### src/rtl/palette_lookup_arbiter.sv
// palette_lookup_arbiter: shares one palette lookup port between two sprite
// fetchers and registers the colour toward the compositor with valid/ready.
module palette_lookup_arbiter #(
    parameter int                IDX_W      = 4,
    parameter int                SEL_W      = 2,
    parameter bit                RR_EN      = 1'b1,
    parameter logic [IDX_W-1:0]  TRANSP_IDX = '0
) (
    input  logic             Clk,
    input  logic             Reset,
    input  logic             req0_valid,
    input  logic [IDX_W-1:0] req0_index,
    input  logic [SEL_W-1:0] req0_sel,
    output logic             req0_ready,
    input  logic             req1_valid,
    input  logic [IDX_W-1:0] req1_index,
    input  logic [SEL_W-1:0] req1_sel,
    output logic             req1_ready,
    output logic [IDX_W-1:0] pal_index,
    output logic [SEL_W-1:0] pal_sel,
    input  logic [3:0]       pal_red,
    input  logic [3:0]       pal_green,
    input  logic [3:0]       pal_blue,
    output logic             out_valid,
    input  logic             out_ready,
    output logic             out_src,
    output logic [11:0]      out_rgb,
    output logic             out_transparent
);
    logic             slot_free, gnt0, gnt1, gnt;
    logic             rr_q, rr_d;
    logic [IDX_W-1:0] idx_q, idx_d;
    logic [SEL_W-1:0] sel_q, sel_d;
    logic             valid_q, valid_d;
    logic             src_q, src_d;
    logic [11:0]      rgb_q, rgb_d;
    logic             transp_q, transp_d;

    // rr_q set means requester 1 holds priority on the next contested cycle
    always_comb begin
        slot_free  = !valid_q || out_ready;
        gnt0       = !Reset && slot_free && req0_valid && !(req1_valid && RR_EN && rr_q);
        gnt1       = !Reset && slot_free && req1_valid && !gnt0;
        gnt        = gnt0 || gnt1;
        req0_ready = gnt0;
        req1_ready = gnt1;
        pal_index  = gnt1 ? req1_index : gnt0 ? req0_index : idx_q;
        pal_sel    = gnt1 ? req1_sel : gnt0 ? req0_sel : sel_q;
        idx_d      = pal_index;
        sel_d      = pal_sel;
        rr_d       = gnt0 ? 1'b1 : gnt1 ? 1'b0 : rr_q;
        valid_d    = gnt ? 1'b1 : out_ready ? 1'b0 : valid_q;
        src_d      = gnt ? gnt1 : src_q;
        rgb_d      = gnt ? {pal_red, pal_green, pal_blue} : rgb_q;
        transp_d   = gnt ? (pal_index == TRANSP_IDX) : transp_q;
    end

    always_ff @(posedge Clk) begin
        if (Reset) begin
            rr_q     <= 1'b0;
            idx_q    <= '0;
            sel_q    <= '0;
            valid_q  <= 1'b0;
            src_q    <= 1'b0;
            rgb_q    <= '0;
            transp_q <= 1'b0;
        end else begin
            rr_q     <= rr_d;
            idx_q    <= idx_d;
            sel_q    <= sel_d;
            valid_q  <= valid_d;
            src_q    <= src_d;
            rgb_q    <= rgb_d;
            transp_q <= transp_d;
        end
    end

    assign out_valid       = valid_q;
    assign out_src         = src_q;
    assign out_rgb         = rgb_q;
    assign out_transparent = transp_q;
endmodule

### config.mk
export PLATFORM = sky130hd
export DESIGN_NAME = palette_lookup_arbiter
export DESIGN_NICKNAME = d
export VERILOG_FILES = /design/src/rtl/palette_lookup_arbiter.sv
export SDC_FILE = /design/constraint.sdc
export NUM_CORES = 1
export LEC_CHECK = 0
export BUFFER_PORTS_ARGS = -buffer_cell sky130_fd_sc_hd__clkbuf_2
export CAP_MARGIN = 20
export CORE_ASPECT_RATIO = 0.9
export CORE_UTILIZATION = 38
export DETAILED_ROUTE_END_ITERATION = 10
export PLACE_DENSITY = 0.74
export SYNTH_ARGS = -nofsm -noshare
export SYNTH_HDL_FRONTEND = slang
export SYNTH_SLANG_ARGS = --single-unit
export TNS_END_PERCENT = 10
### constraint.sdc
create_clock -name Clk -period 1.8 [get_ports Clk]
set_clock_uncertainty 0.15 [all_clocks]
set_input_delay 0.09 -clock Clk [delete_from_list [all_inputs] [get_ports Clk]]
set_output_delay 0.09 -clock Clk [all_outputs]
set_load 0.1 [all_outputs]
======== Word-level counts from Yosys, hierarchy flattened ========
Index checks and enable logic that the tools add are counted.
word-level totals
  logic and storage cells ................. 30
  register bits ........................... 22
  output and inout port bits .............. 23
operators by class
  mux-type cells .......................... 8
  reductions and logical operators ........ 15
operators by type and width
  kind                number
  2-to-1 mux 4 bit    2
  logical AND 1 bit   6
  zero test 1 bit     4
  zero test 4 bit     1
  2-to-1 mux 1 bit    4
  2-to-1 mux 2 bit    2
  nonzero test 2 bit  2
  logical OR 1 bit    2

======== Longest topological paths before layout ========
  word-level depth ........................ 9
  gate-level depth with buffers ........... 6

======== Least setup slack after synthesis ========
Ideal clock, no wire load.
  path type ............................... flip-flop to flip-flop
  start point ............................. register valid_q, in the netlist out_valid
  end point ............................... register idx_q[3]
  clock period less this slack ............ 5160 ps
  arrival ................................. 4939 ps
  required time ........................... 1578 ps
  setup time .............................. 72 ps
  path buffers ............................ 0
  cell stages (with the launch flop) ...... 6
  path slack .............................. -3360 ps
  path through ............................ dfxtp_1 nor2b_4 nor4b_2 a21oi_1 a21oi_1 nor2b_1
between the ends
  longest elaborated chain between the ends .. 8
  elaborated cells between the ends (all ways) .. 10
  classes of those cells .................. 2 x mux; 8 x reduce/logical
ends and longest elaborated chain
  what                            RTL line  source
  start, declared                 34        logic valid_q, valid_d;
  start signal, assigned          71        valid_q <= valid_d;
  zero test 1 bit (*)             41        slot_free = !valid_q || out_ready;
  logical OR 1 bit (*)            41
  logical AND 1 bit (*)           42, 43
  logical AND 1 bit (2 in a row)  42        gnt0 = !Reset && slot_free && req0_valid && !(req1_valid && RR_EN && rr_q);
  zero test 1 bit                 43        gnt1 = !Reset && slot_free && req1_valid && !gnt0;
  logical AND 1 bit (*)           43
  net req1_ready                  18        output logic req1_ready,
  2-to-1 mux 4 bit (*)            47        pal_index = gnt1 ? req1_index : gnt0 ? req0_index : idx_q;
  net pal_index[3]                19        output logic [IDX_W-1:0] pal_index,
  end signal, assigned            69        idx_q <= idx_d;
  end, declared                   32        logic [IDX_W-1:0] idx_q, idx_d;
The timed path passes the listed nets; every way through them passes the cells marked *.
A chain may end at the register's enable or synchronous reset.

======== Worst setup path after layout ========
  start point ............................. register valid_q, in the netlist out_valid
  end point ............................... output pal_sel[1]
between the ends
  longest elaborated chain between the ends .. 8
  elaborated cells between the ends (all ways) .. 10
  classes of those cells .................. 2 x mux; 8 x reduce/logical
ends and longest elaborated chain
  what                            RTL line  source
  zero test 1 bit (*)             41
  logical OR 1 bit (*)            41
  logical AND 1 bit (*)           42, 43
  logical AND 1 bit (2 in a row)  42
  zero test 1 bit                 43
  logical AND 1 bit               43
  2-to-1 mux 2 bit (*)            48        pal_sel = gnt1 ? req1_sel : gnt0 ? req0_sel : sel_q;
  end, declared                   20        output logic [SEL_W-1:0] pal_sel,
Every way passes the cells marked *; elsewhere a longest branch is shown, timed or not.

==> results.txt <==
The first detailed-routing pass took 5 iterations. The run gives 37.6% as the proportion of power drawn by flip-flops and latches. Counting instances, the worst hold path has a depth of 4. The total global routing overflow was 0. The synthesized netlist contains 22 unique library cells.

The routed design has 2930 um of wire. The count of nets left with antenna violations once routing finished came out at 0. The number of flops mapped to enable cells by yosys was 0; the share of total power in combinational logic was 43.2%.

Area share of the largest cell type after synthesis: 49.2%. Grouping stages by cell kind, the critical path spends the most delay in simple AND/OR/NAND/NOR gates. The tools report the starting utilization of the core area as 40.7%.

The largest total area in the synthesized netlist belongs to dfxtp_1. The via density per instance works out to 5.02. Counting flops and latches in the post-synthesis netlist gives 22. Detailed placement finished with a half-perimeter wire length of 1970 um.

The gate count after technology mapping came out at 106. The cell with the most instances after synthesis was nand2_1. TritonCTS built the clock tree. The maximum ir drop on the vdd rail is 0.738 mV, and the netlist area before placement is 896 um2. For this run, the slowest stage of the critical path takes 0.39 ns.

52 I/O pins were placed. Once layout is complete, the cells apart from fillers number 215. No sink is reached through more buffers than the 2 on the longest clock path.

The count of clock tree sinks came out at 22. The tools report the detailed router's first-iteration violation count as 29. The worst setup margin was -0.355 ns. The congestion estimate from routability-driven global placement came to 0.745. The repair_antennas step left the layout with diodes totalling 0.

Setup repair after global routing could not meet its margin everywhere. The number of hold violations in the final report is 0. By area the synthesized netlist is led by dfxtp_1 (49%), nand2_1 (12%), a21oi_1 (9.5%). Walking the worst path, the cells encountered are nor2b_4 -> or3_4 -> a222oi_1 -> inv_1 -> buf_12. The master of the slowest instance on the critical path was or3_4.

In this run, the clock network consumes 19.2% of the power. The class of the tightest hold or removal check is in2reg. The largest fanout on the critical path is 5, and the via count of the first global-routing pass is 1015. Derived from the worst setup path, the maximum achievable clock frequency is 464 MHz. The number of endpoints failing setup at the final stage came out at 8. In this run the standard cell core region covers 2200 um2. By count the netlist is led by nand2_1 (28), dfxtp_1 (22), a21oi_1 (17).

The cell count of the worst reg-to-reg path was 6; the count of input and output buffers was 51. The flow ran to the end, but the final reports show violations. The run gives 4280 um as the first-pass GRT wire length. The net count after synthesis came out at 135.

For the number of max-cap violations, the log shows 0. The type of element capturing the critical path was an output pin. The share of the yosys chip area belonging to registers was 49.2%. The critical path depth was 5; the maximum number of pins on one net before global-route repair was 14. The run gives 0 as the buffers inserted during post-CTS setup optimization. After layout, the minimum clock period comes to 2.15 ns. At the pin with the least slew margin, the transition time is 0.567 ns. For the worst setup path, the data required time is 1.56 ns. The tools report the number of nets at the end of the flow as 218. Clock-pin slew was measured on the worst setup and hold paths at 0.12 ns. In the finished design, the share of the clock period the worst path needs comes to 120%. The count of final max-slew check failures came out at 0. The worst setup path is launched from a flop. The final reports fail on setup timing.

Relative to the synthesized area, the layout overhead comes to 84.6%. The width of the die was 53.2 um; the tightest slew margin relative to the limit was 62.4%. The average footprint of a synthesized cell works out to 8.45 um2. For this run, the number of Yosys warnings is 0. The tree is rooted in a clkbuf_4. The vertical die dimension was 48.1 um; the floorplan die area was 2560 um2. The critical path class was reg2out.

The switching power share of the total was 40.5%. The worst-skew pair later-pin latency is 0.30 ns. The buffering stage count on the worst path with inverters included was 2; the number of antenna violations at the first check in global routing was 0. The sum of internal, switching and leakage power came out at 1.42 mW. The tools report the sum of negative setup slack as -1.89 ns. The total via count after detailed routing is 1079. Among all flip-flop cells after synthesis, the most frequent one is dfxtp_1. The internal power of the cells totals 0.846 mW. Summed over all nets, the switching power comes to 0.576 mW. For this run, asynchronously set or reset flops after synthesis account for 0%. Prior to clock tree synthesis, the placed netlist has a worst setup slack of -0.0576 ns. In the global route stage, overall resource usage came out at 23.6%.

The number of H-tree levels came out at 1. Leakage dissipation: 0.774 nW. Buffers inserted during clock tree synthesis total 3. The remaining routing DRC violations came out at 0. The total power per unit cell area was 859 nW/um2. Once placement completed, the tool counted placed cells totaling 192.

After detailed routing, the average wire length per cell comes to 13.6 um. Data arrives at the worst endpoint at 1.91 ns. Of the cells placed in the final design, the portion with a size suffix greater than 1 is 44.7%. The cell row count came out at 16.
-- logic make-up after synthesis --
family,count (synthesis),share of synthesized area [%]
simple gates,48,26.3
compound gates,26,18.7
flops,22,49.2
buf+inv,10,5.86
-- registers in the layout, summed over array words and instances, names as in the netlist --
name             cells
out_src              1
out_valid            1
rr_q                 1
out_rgb             12
out_transparent      1
sel_q                2
idx_q                4
-- cells in the final DEF (no fill, tap or decap), types with 2 or more instances in the layout --
cell,instances
dlygate4sd3_1,19
inv_1,2
clkbuf_2,43
nor2b_1,3
nand2_1,27
buf_12,8
nor2_1,6
buf_4,14
clkbuf_4,3
or3_4,2
nor3_1,2
a21oi_1,16
a222oi_1,3
dfxtp_1,20
-- layout make-up --
cell class	count	area (um2)
clock buffers	4	36.3
flip-flops and latches	22	445
inverters	4	17.5
well taps	27	33.8
repair buffers	84	671
multi-input cells	74	450
fillers	167	548
-- worst reg2reg max path, stage by stage (launching register included) --
cell	delay, ns
dfxtp_4	0.36
nor2b_4	0.14
or3_4	0.39
a222oi_1	0.29
buf_4	0.18
o211ai_1	0.09
o31ai_2	0.20
-- path summary, 6_finish.rpt --
kind / start / endpoint / slack [ns]
min: req1_valid / rr_q / 0.01
max: out_valid / pal_sel[1] / -0.35
max reg2reg: out_valid / out_transparent / -0.10
min reg2reg: out_rgb[11] / out_rgb[11] / 0.32
-- layer usage --
metal,share of wire (%),wire (um),global-route usage (%)
met5,0,0,0
met4,0.27,8,4.74
met3,7.2,210,6.98
met2,54,1580,45.6
met1,39,1130,26.1
-- stage by stage --
stage	instance area, um2	util [%]	hold slack, ns
2_1_floorplan	930	-	0.0760
3_3_place_gp	1410	63.9	0.164
3_5_place_dp	1410	63.9	0.171
4_1_cts	1630	74.1	0.000281
5_1_grt	1650	75.1	0.0330
6_report	1650	75.1	0.0105
-- power by group through the flow --
| stage | combinational [mW] | clock [mW] | sequential [mW] |
|---|---|---|---|
| 2_1_floorplan | 0.243 | 0 | 0.692 |
| 3_3_place_gp | 0.563 | 0 | 0.542 |
| 3_5_place_dp | 0.569 | 0 | 0.545 |
| 4_1_cts | 0.604 | 0.283 | 0.533 |
| 5_1_grt | 0.640 | 0.310 | 0.538 |
| 6_report | 0.614 | 0.273 | 0.535 |
-- timing repair --
item | CTS | global route
setup endpoints to repair | 8 | 9
gates resized for setup | 0 | 8
pin swaps | 0 | 2
endpoints found under the hold margin | 16 | 0
hold buffers | 19 | 0
No activity file was read; power rests on OpenSTA's default activity.
